[config.mk]
export PLATFORM = sky130hd
export DESIGN_NAME = lc3_bus_arbiter
export DESIGN_NICKNAME = d
export VERILOG_FILES = /design/src/rtl/lc3_bus_arbiter.sv
export SDC_FILE = /design/constraint.sdc
export NUM_CORES = 1
export LEC_CHECK = 0
export ABC_AREA = 1
export ABC_CLOCK_PERIOD_IN_PS = 3600
export CORE_AREA = 2 2 43 45
export DETAILED_ROUTE_END_ITERATION = 6
export DIE_AREA = 0 0 45 47
export SLEW_MARGIN = 20
export SYNTH_ARGS = -nofsm -noshare
export SYNTH_HDL_FRONTEND = slang
export SYNTH_SLANG_ARGS = --single-unit
[constraint.sdc]
create_clock -name clk -period 3.6 [get_ports clk]
set_input_delay 0.9 -clock clk [delete_from_list [all_inputs] [get_ports clk]]
set_output_delay 0.9 -clock clk [all_outputs]
set_load 0.02 [all_outputs]
[src/rtl/lc3_bus_arbiter.sv]
// Round-robin arbiter for the shared LC-3 memory bus: 4 requesters, one-cold active-low grant.
// Optional forced-release timeout enabled by defining ARB_TIMEOUT_EN (uses HOLD_MAX).
module lc3_bus_arbiter #(
    parameter int unsigned HOLD_MAX = 16
) (
    input  logic       clk,
    input  logic       rst_n,
    input  logic [3:0] req,
    output logic [3:0] gnt_n,
    output logic [1:0] gnt_id,
    output logic       busy,
    output logic       timeout
);

    localparam logic [1:0] S_IDLE  = 2'd0;
    localparam logic [1:0] S_GRANT = 2'd1;
    localparam logic [1:0] S_GAP   = 2'd2;

    if (HOLD_MAX < 2 || HOLD_MAX > 256) begin : g_hold_range
        $error("lc3_bus_arbiter: HOLD_MAX must be in 2..256");
    end

    logic [1:0] state_q, state_d;
    logic [1:0] owner_q, owner_d;
    logic [1:0] ptr_q, ptr_d;
    logic [1:0] winner;
    logic [1:0] cand;
    logic       found;
    logic       timeout_d;

`ifdef ARB_TIMEOUT_EN
    localparam logic [7:0] HOLD_LAST = 8'(HOLD_MAX - 1);
    logic [7:0] hold_q, hold_d;
    logic       timeout_q;
`endif

    // First requester at or after ptr, scanning upward with 2-bit wrap.
    always_comb begin
        winner = ptr_q;
        found  = 1'b0;
        cand   = ptr_q;
        for (int unsigned i = 0; i < 4; i++) begin
            cand = ptr_q + 2'(i);
            if (!found && req[cand]) begin
                winner = cand;
                found  = 1'b1;
            end
        end
    end

    always_comb begin
        state_d   = state_q;
        owner_d   = owner_q;
        ptr_d     = ptr_q;
        timeout_d = 1'b0;
`ifdef ARB_TIMEOUT_EN
        hold_d    = hold_q;
`endif
        case (state_q)
            S_IDLE, S_GAP: begin
                if (|req) begin
                    state_d = S_GRANT;
                    owner_d = winner;
`ifdef ARB_TIMEOUT_EN
                    hold_d  = '0;
`endif
                end else begin
                    state_d = S_IDLE;
                end
            end
            S_GRANT: begin
                if (!req[owner_q]) begin
                    state_d = S_GAP;
                    ptr_d   = owner_q + 2'd1;
                end
`ifdef ARB_TIMEOUT_EN
                // A drop on the expiry edge is taken above as a plain release.
                else if (hold_q == HOLD_LAST) begin
                    state_d   = S_GAP;
                    ptr_d     = owner_q + 2'd1;
                    timeout_d = 1'b1;
                end else begin
                    hold_d = hold_q + 8'd1;
                end
`endif
            end
            default: state_d = S_IDLE;
        endcase
    end

    always_ff @(posedge clk or negedge rst_n) begin
        if (!rst_n) begin
            state_q <= S_IDLE;
            owner_q <= '0;
            ptr_q   <= '0;
        end else begin
            state_q <= state_d;
            owner_q <= owner_d;
            ptr_q   <= ptr_d;
        end
    end

`ifdef ARB_TIMEOUT_EN
    always_ff @(posedge clk or negedge rst_n) begin
        if (!rst_n) begin
            hold_q    <= '0;
            timeout_q <= 1'b0;
        end else begin
            hold_q    <= hold_d;
            timeout_q <= timeout_d;
        end
    end

    assign timeout = timeout_q;
`else
    logic unused_timeout;
    assign unused_timeout = timeout_d;
    assign timeout        = 1'b0;
`endif

    assign busy   = (state_q == S_GRANT);
    assign gnt_id = owner_q;
    assign gnt_n  = busy ? ~(4'b0001 << owner_q) : 4'b1111;

endmodule

**Word level (Yosys, flattened, before mapping)**

Index checks and enable logic that the tools add are counted.

- Logic and storage cells: 49
- Input port bits: 6
- Output and inout bits: 8
- ROM bits: 0
- Latch bits: 0
- RAM bits: 0
- Register bits after elaboration: 6
- Memories kept: 0

- Shift-type cells: 1
- Reduce and logical (&&, ||, !) cells: 11
- Mux-type cells: 20
- Eq/ne operators: 3
- Order comparisons: 5
- Bitwise operators: 2
- Divide/modulo/power cells: 0
- $mul: 0
- Add/sub/neg operators: 4

Operators with widths:

| cell | number |
|---|---|
| < comparator 2 x 3 -> 1 bit, second input constant | 5 |
| binary-select mux 1 bit (select 2 bit) | 5 |
| two-way mux 1 bit | 9 |
| two-way mux 2 bit | 4 |
| adder 2 x 1 -> 2 bit, second input constant | 2 |
| adder 2 bit, second input constant | 2 |
| two-way mux 4 bit | 1 |
| inverter 4 bit | 1 |
| one-hot mux 2 bit (2 select lines) | 1 |
| AND reduction 2 bit | 2 |
| OR reduction 4 bit | 1 |
| left shift 1 x 2 -> 4 bit, first input constant | 1 |
| logical AND 1 bit | 3 |
| logical NOT 1 bit | 3 |
| equality test 2 x 1 -> 1 bit, second input constant | 1 |
| equality test 2 bit, second input constant | 1 |
| logical NOT 2 bit | 1 |
| inequality test 2 bit, second input constant | 1 |
| OR reduction 2 bit | 1 |
| inverter 1 bit | 1 |

**Logic depth before layout (Yosys ltp)**

Gate-level depths: netlist (run 1).

- Depth in word-level cells: 12
- Depth in mapped cells: 13
- Depth with buffers taken out: 12

**Worst setup path before layout (run 1)**

OpenSTA, ideal clock, no wires.

- Kind: flip-flop to output port
- From: register state_q[1]
- To: output gnt_n[0]
- Setup slack: 1.623 ns
- Arrival: 1.077 ns
- Path buffers: 0
- Required time: 2.700 ns
- Cell stages (with the launch flop): 3
- Cell sequence: dfrtp_1 > nor2_1 > nand2_1

- Cells in the longest elaborated chain, start to end: 2

RTL lines:

| what | line | text |
|---|---|---|
| from (decl) | 23 | `logic [1:0] state_q, state_d;` |
| from (signal assigned) | 97 | `state_q <= state_d;` |
| equality test 2 x 1 -> 1 bit | 121 | `assign busy = (state_q == S_GRANT);` |
| net busy | 11 | `output logic busy,` |
| two-way mux 4 bit | 123 | `assign gnt_n = busy ? ~(4'b0001 << owner_q) : 4'b1111;` |
| to (decl) | 9 | `output logic [3:0] gnt_n,` |

The timed path passes the listed nets, and every way through them passes these cells.

**Worst setup path after layout (run 1)**

- From: register owner_q[0], in the netlist gnt_id[0]
- To: output gnt_n[2]

- Cells in the longest elaborated chain, start to end: 3

RTL lines:

| what | line | text |
|---|---|---|
| from (decl) | 24 | `logic [1:0] owner_q, owner_d;` |
| from (signal assigned) | 98 | `owner_q <= owner_d;` |
| left shift 1 x 2 -> 4 bit | 123 |  |
| inverter 4 bit | 123 |  |
| two-way mux 4 bit | 123 |  |

Every way passes these cells.

==> summary by stage, run 1 <==
Outcome
The flow ran to the end, and the final reports show no timing, DRC or antenna violations.

Timing
The number of hold-slack violations in the final timing report came to 0. The number of slew-limit violations in the final report is 0. The final critical-path setup slack is about 0.95 ns. Setup violations remaining at the end of the flow were counted as 0.

The achievable clock frequency is between 300 and 400 MHz. Of the available clock period, the critical path in the final layout requires 73.53%. Setup repair after global routing left no endpoint under its margin. The shortest period the worst path allows is roughly 2.6 ns.

For the final routed database, the setup TNS stands at 0 ns. Across the routed clock network, the largest skew measured is between 0.0008 and 0.0009 ns.

GRT
The first-pass GRT wire length is between 2 and 2.5 mm. The number of antenna violations at the first check in global routing was 0. The global route total overflow is 0. Entering global routing, the biggest net connects 10 pins. Global routing used approximately 13% of the available tracks across all layers. The via count of the first global-routing pass was between 500 and 600.

Detailed routing
The first detailed-routing pass ran for 4 iterations. Using the TritonRoute via totals, the vias-per-cell ratio works out to about 4.6. The violation count after the first detailed-routing iteration is 14.

Summing over every cut layer, the via total after detailed routing is approximately 570. After detailed routing, the total wire length is about 1.2 mm. The number of nets with antenna violations after detailed routing is 0. The final routed wire length divided by cell count is 9.815 µm. For this run, design rule violations remaining after detail routing come to 0.

Synthesis
The synthesized netlist devotes 5.328% of its cell area to compound gates. Of the total synthesized cell area, the portion taken by AND, OR, NAND and NOR gates is 50.00%. The number of nets in the synthesized netlist is between 100 and 150. By area, the combinational part of the netlist is dominated by simple AND/OR/NAND/NOR gates. Synthesis inferred 6 register bits. The number of different library cells used by synthesis comes to 18. For this run, the register share of the synthesized area comes to roughly a quarter. The per-instance average area after synthesis is 6.496 µm². The count of mapped cells out of synthesis is between 90 and 100. The summed instance area of the synthesized netlist is about 600 µm². The synthesized netlist devotes 0% of its cell area to XOR and XNOR gates. The number of warnings issued by yosys is 0. The share of synthesized area spent on multiplexers is 0%.

The adder-cell share of the synthesized area is under 10%.

Worst setup path
The maximum fanout along the worst path is 9. The worst register-to-register path has a setup slack of between 2 and 2.5 ns. The reg-to-reg critical path startpoint is ptr_q[0]$_DFFE_PN0P_. The category of the critical setup timing path is register to output pin. STA puts the critical path data required time at roughly 2.7 ns. In this run the critical register-to-register path is captured at gnt_id[0]$_DFFE_PN0P_. The startpoint type of the worst setup path is a register. Counting cells, the worst reg-to-reg path comes to 11. The data arrival time at the worst-slack endpoint is roughly 1.8 ns. STA classifies the critical path endpoint as an output pin.

Clock network
The clock net in this run drives a total of 6 sinks. Buffers added to address setup during post-CTS repair amount to 0. The TritonCTS clock tree is yes. In this run the number of H-tree levels came out at 1. In this run, post-CTS hold repair placed 0 buffers. The clock reaches the later pin of the worst-skew pair after 0.24 ns. The number of buffers inserted during clock tree synthesis is 3. The root buffer cell is sky130_fd_sc_hd__clkbuf_4. The number of gates resized after CTS was 0. Clock-pin slew was measured on the worst setup and hold paths at 0.04 ns. The clock passes through at most 2 buffers.

Min path
The source of the worst hold timing path is state_q[1]$_DFFE_PN0P_. The worst hold path terminates at state_q[0]$_DFFE_PN0P_. The min-delay analysis places its worst path in the category register to register. The cell count of the worst hold path is 1.

Job
Max-cap violations in this run came to 0.

Finish
The non-filler instance count after layout is 124. Cells with a size suffix above 1 make up 15.89% of the layout. The diode insertion count for antenna repair is 0.

The layout has around 170 filler cells. For this run, the post-layout net count is between 100 and 150. Relative to the synthesized area, the layout overhead comes to 23.77%.

Floorplan
The top-level I/O count is 14. After floorplanning, the core was divided into 15 placement rows. The starting density of the core is between 30% and 40%. The die boundary height is 47 µm. The die is 45 µm wide.

The floorplan step defined a die boundary enclosing between 2000 and 2500 µm². After floorplanning, the core was sized to cover around 1700 µm².

Placed design
The quantity of I/O buffers inserted on ports is 12. The HPWL after detailed placement is ~970 µm. The congestion estimate from routability-driven global placement came to between 0.7 and 0.8. Before CTS, the worst setup slack after placement is 1.213 ns. Counting tap cells, the placed design contains a total of 121 instances.

Power
The static power due to leakage is roughly 0.41 nW. Across the VDD grid, the largest voltage drop is 0.0004589 V. Dividing total power by cell area gives a power density of around 1000 nW/µm².
worst max-delay path, stage by stage (launching register included):
cell	delay, ns
sky130_fd_sc_hd__dfrtp_1	0.50
sky130_fd_sc_hd__inv_1	0.13
sky130_fd_sc_hd__ha_1	0.21
sky130_fd_sc_hd__nand2_1	0.07
sky130_fd_sc_hd__clkdlybuf4s50_1	0.60
sequential cells by signal, indices dropped and copies added, names as in the netlist:
signal / count
gnt_id: 2
ptr_q: 2
state_q: 2
worst max path at each step:
stage                                start       end  slack [ns]  depth (start not counted)
global placement     gnt_id[0]$_DFFE_PN0P_  gnt_n[2]        1.19                          4
global route         gnt_id[0]$_DFFE_PN0P_  gnt_n[0]        0.84                          4
finish               gnt_id[0]$_DFFE_PN0P_  gnt_n[2]        0.95                          4
CTS                  gnt_id[0]$_DFFE_PN0P_  gnt_n[2]        0.92                          4
detailed placement   gnt_id[0]$_DFFE_PN0P_  gnt_n[2]        1.21                          4
floorplan           state_q[1]$_DFFE_PN0P_  gnt_n[0]        1.62                          2
per-stage QoR:
| stage | area (µm²) | hold WS, ns | util [%] | total power, mW |
|---|---|---|---|---|
| floorplan | 610.6 | 0.4301 | - | 0.5526 |
| global placement | 733.2 | 0.4403 | 44.39 | 0.6856 |
| detailed placement | 733.2 | 0.4501 | 44.39 | 0.6803 |
| CTS | 755.7 | 0.4528 | 45.76 | 0.7491 |
| global route | 755.7 | 0.4987 | 45.76 | 0.8188 |
| finish | 755.7 | 0.4550 | 45.76 | 0.7382 |
metal layers:
| layer | vias up | part of all wire, % | GRT usage [%] |
|---|---|---|---|
| met5 | - | 0 | 0 |
| met4 | 0 | 0 | 1.765 |
| met3 | 0 | 4.0 | 3.846 |
| met2 | 16 | 44 | 21.43 |
| met1 | 234 | 52 | 18.59 |
| li1 | 317 | - | - |
layout by cell type (no fill, tap or decap):
cell,netlist,routed
sky130_fd_sc_hd__nand2_1,40,40
sky130_fd_sc_hd__clkdlybuf4s50_1,0,12
sky130_fd_sc_hd__nand3_1,11,11
sky130_fd_sc_hd__inv_1,8,8
sky130_fd_sc_hd__nand2_2,6,6
sky130_fd_sc_hd__dfrtp_1,6,6
sky130_fd_sc_hd__ha_1,4,4
sky130_fd_sc_hd__inv_2,3,3
sky130_fd_sc_hd__o21ai_0,3,3
sky130_fd_sc_hd__nand2_4,3,3
sky130_fd_sc_hd__clkbuf_4,0,3
sky130_fd_sc_hd__a21oi_1,2,2
sky130_fd_sc_hd__nor2_1,1,1
sky130_fd_sc_hd__inv_6,1,1
sky130_fd_sc_hd__nor2_8,1,1
sky130_fd_sc_hd__nor3_1,1,1
sky130_fd_sc_hd__o31ai_1,1,1
sky130_fd_sc_hd__conb_1,1,1
cell usage after synthesis (all sizes together):
cell type | instances | area, µm²
o31ai | 1 | 7.510
nand3 | 11 | 55.05
buf | 2 | 18.77
nand2 | 49 | 221.5
nor2 | 2 | 23.77
o21ai | 3 | 15.01
conb | 1 | 3.750
dfrtp | 6 | 150.1
nor3 | 1 | 5.000
inv | 12 | 50.05
ha | 4 | 50.05
a21oi | 2 | 10.01
logic make-up (layout without fill, tap and decap cells):
logic type,Yosys count,count (layout)
AOI/OAI and AO/OA,6,6
adders and majority gates,4,4
buffers and inverters,14,27
DFF,6,6
other,1,1
and+or+nand+nor,63,63
final cells by class:
class	instances	area, µm²	area share, %
multi-input cells	74	391.6	51.82
well taps	17	21.27	2.815
clock buffers	3	22.52	2.980
inverters	12	50.05	6.623
flip-flops and latches	6	150.1	19.87
repair buffers	12	120.1	15.89
power by group:
| group | switching, mW | internal (mW) |
|---|---|---|
| Combinational | 0.318 | 0.201 |
| Sequential | 0.0592 | 0.101 |
| Clock | 0.0224 | 0.0376 |
| Total | 0.399 | 0.339 |
(Power assumes the default switching activity.)
==> run 2, diff against run 1 <==
--- a/config.mk
+++ b/config.mk
@@ -6,7 +6,7 @@
 export NUM_CORES = 1
 export LEC_CHECK = 0
 export ABC_AREA = 1
-export ABC_CLOCK_PERIOD_IN_PS = 3600
+export ABC_CLOCK_PERIOD_IN_PS = 2700
 export CORE_AREA = 2 2 43 45
 export DETAILED_ROUTE_END_ITERATION = 6
 export DIE_AREA = 0 0 45 47
==> constraint.sdc (replaced) <==
create_clock -name clk -period 2.7 [get_ports clk]
set_input_delay 0.675 -clock clk [delete_from_list [all_inputs] [get_ports clk]]
set_output_delay 0.675 -clock clk [all_outputs]
set_load 0.02 [all_outputs]
==> summary by stage, run 2 (synthesis gave the netlist of run 1 again) <==
Clock network
The total number of H-tree levels is 1 (unchanged). The root buffer cell is sky130_fd_sc_hd__clkbuf_4 (unchanged). The clock latency on the worst-skew pair is 0.23 ns (was 0.24 ns). The maximum number of buffers from clock root to sink came to 2 (unchanged). The number of clock sinks is 6 (unchanged).

The CTS clock-pin slew for the worst setup and hold paths is 0.04 ns (about the same). The TritonCTS clock tree is yes (unchanged). The hold buffer count at CTS is 0 (unchanged). The buffers inserted during post-CTS setup optimization came to 0 (unchanged). The number of buffers inserted during clock tree synthesis was 3 (unchanged). The post-CTS resize count was 0 (unchanged).

Timing
The number of hold-slack violations in the final timing report is 0 (unchanged). For the finished layout, the period the worst path requires is roughly 2.4 ns. The final number of setup-violating endpoints is 0 (unchanged).

The number of slew-limit violations in the final report is 0 (unchanged). The final critical-path setup slack is 0.2677 ns (was 0.9529 ns). Setup repair after global routing missed its margin: false (unchanged). The post-route clock skew is 0.0005456 ns (was 0.0008534 ns).

The sum of negative setup slack is 0 ns (unchanged). The achievable clock frequency is 411.1 MHz. The final worst-path cycle share is approximately 90%.

Floorplan
The starting density of the core is 36.97% (unchanged). The full die area is 2115 µm² (unchanged). The die boundary height is 47 µm (unchanged). The number of placement rows is 15 (unchanged). The top-level I/O count is 14 (unchanged). The horizontal extent of the die is 45 µm (unchanged). The area of the core came to 1652 µm² (unchanged).

Finish
The area of all sequential standard cells is 150.1 µm² (unchanged). The area growth from synthesis to final layout is 23.77% (unchanged). The final net count is 119 (unchanged). The diode insertion count for antenna repair is 0 (unchanged). The area taken by multi-input logic gates is 391.6 µm² (unchanged). Most used cells in the layout excluding fill and tap cells: sky130_fd_sc_hd__nand2_1 (40), sky130_fd_sc_hd__clkdlybuf4s50_1 (12), sky130_fd_sc_hd__nand3_1 (11), sky130_fd_sc_hd__inv_1 (8) (unchanged). The share of layout cells above drive strength 1 is 15.89% (unchanged). The filler cell count came to 174 (unchanged).

The commonest non-fill, non-tap cell in the layout is sky130_fd_sc_hd__nand2_1 (unchanged).

Outcome
Result of the run: complete, no violations (unchanged).

Power
The combinational group share of total power is 70.6% (was 70.2%). The net switching share of the total power came to 53.93% (was 54.06%). The total power divided by cell area is 1300 nW/µm² (was 976.8 nW/µm²).

The internal power is 452.5 µW (was 339.1 µW). The net switching power is 529.8 µW (was 399.1 µW). The clock share of power is 7.8% (was 8.1%). The part of the total power dissipated in sequential elements was 21.6% (was 21.7%). The static power due to leakage is 0.4145 nW (unchanged). The maximum vdd drop is 0.0006536 V (was 0.0004589 V).

Detailed routing
The total via count after detailed routing is 563 (was 567). The count of unresolved DRC violations after routing is 0 (unchanged). The aggregate routed wire length is 1.220 mm (was 1.217 mm). The violation count after the first detailed-routing iteration is 10 (was 14). The final routed wire length divided by cell count is 9.839 µm (was 9.815 µm). The per-cell via count in the routed design is 4.540 (was 4.573). The number of nets with antenna violations after detailed routing came to 0 (unchanged). The length of the first detailed-routing pass in iterations is 3 (was 4).

Worst setup path
The maximum fanout along the worst path is 9 (unchanged). The setup slack of the most critical reg-to-reg path is 1.18 ns (was 2.06 ns). The largest stage delay on the critical path is 0.60 ns (about the same). The cell with the largest stage delay on the worst path is sky130_fd_sc_hd__clkdlybuf4s50_1 (unchanged). Worst-path cell chain: inv_1 > ha_1 > nand2_1 > clkdlybuf4s50_1 (unchanged). The category of the critical setup timing path is register to output pin (unchanged). The data arrival time at the worst-slack endpoint is 1.76 ns (was 1.75 ns).

The endpoint class of the critical path is an output pin (unchanged). The required time at the endpoint of the critical path is 2.03 ns (was 2.70 ns). The startpoint type of the worst setup path is a register (unchanged).

Job
The number of max-cap violations came to 0 (unchanged).

GRT
The largest net degree at the start of global routing is 10 (unchanged). The first-pass GRT wire length was 2.139 mm (was 2.111 mm). The total global routing track utilization is 13.79% (was 13.41%). The number of antenna violations at the first check in global routing is 0 (unchanged). The via count of the first global-routing pass was 516 (was 502). The global route total overflow is 0 (unchanged).

Placed design
The total half-perimeter wirelength after legalization and detailed placement is 1.007 mm (was 969.5 µm). The worst slack at placement is 0.5190 ns (was 1.213 ns). The quantity of I/O buffers inserted on ports was 12 (unchanged). The weighted congestion at the end of routability-driven global placement is 0.8005 (was 0.7987).

Min path
The kind of path behind the tightest hold check is register to register (unchanged).
## run 2: cell counts in the layout (fill, tap and decap cells not counted)
No cell type changed its count.
## run 2: power groups by stage
stage | Combinational (mW) | Clock, mW | Sequential (mW)
2_1_floorplan | 0.543 | 0 | 0.194
6_report | 0.694 | 0.0761 | 0.212
3_3_place_gp | 0.693 | 0 | 0.216
5_1_grt | 0.784 | 0.0838 | 0.224
3_5_place_dp | 0.695 | 0 | 0.214
4_1_cts | 0.701 | 0.0784 | 0.213
## run 2: critical path: cells and delay by family (launching register included)
family                     cells  cell delay, ns
adders and majority gates      1            0.22
buffers and inverters          2            0.73
DFF                            1            0.49
and+or+nand+nor                1            0.08
## run 2: layer usage
layer | vias up | routed length [µm] | GRT usage, %
li1 | 320 | - | -
met1 | 231 | 584 | 17.10
met2 | 10 | 594 | 23.71
met3 | 2 | 32 | 2.692
met4 | 0 | 9 | 5.294
met5 | - | 0 | 0
## run 2: metrics by stage
step	hold WS, ns	utilization (%)	power, mW	cells	cell area, µm²
after floorplan	0.3794	-	0.7368	94	610.6
after global placement	0.4446	44.39	0.9094	121	733.2
after detailed placement	0.4493	44.39	0.9084	121	733.2
after CTS	0.4549	45.76	0.9924	124	755.7
after global routing	0.4625	45.76	1.092	124	755.7
final	0.4493	45.76	0.9822	124	755.7
## run 2: path summary, 6_finish.rpt
| kind | to | from | cells after the start |
|---|---|---|---|
| max in group asynchronous | ptr_q[0]$_DFFE_PN0P_ | rst_n | 1 |
| max reg2reg | gnt_id[0]$_DFFE_PN0P_ | ptr_q[0]$_DFFE_PN0P_ | 11 |
| min reg2reg | state_q[0]$_DFFE_PN0P_ | state_q[1]$_DFFE_PN0P_ | 1 |
| min | state_q[0]$_DFFE_PN0P_ | state_q[1]$_DFFE_PN0P_ | 1 |
| max | gnt_n[0] | gnt_id[0]$_DFFE_PN0P_ | 4 |
| min in group asynchronous | state_q[1]$_DFFE_PN0P_ | rst_n | 1 |
## run 2: final cells by class
class                           instances  share of cell area (%)
Clock buffer                            3                   2.980
Inverter                               12                   6.623
Multi-Input combinational cell         74                   51.82
Sequential cell                         6                   19.87
Tap cell                               17                   2.815
Timing Repair Buffer                   12                   15.89
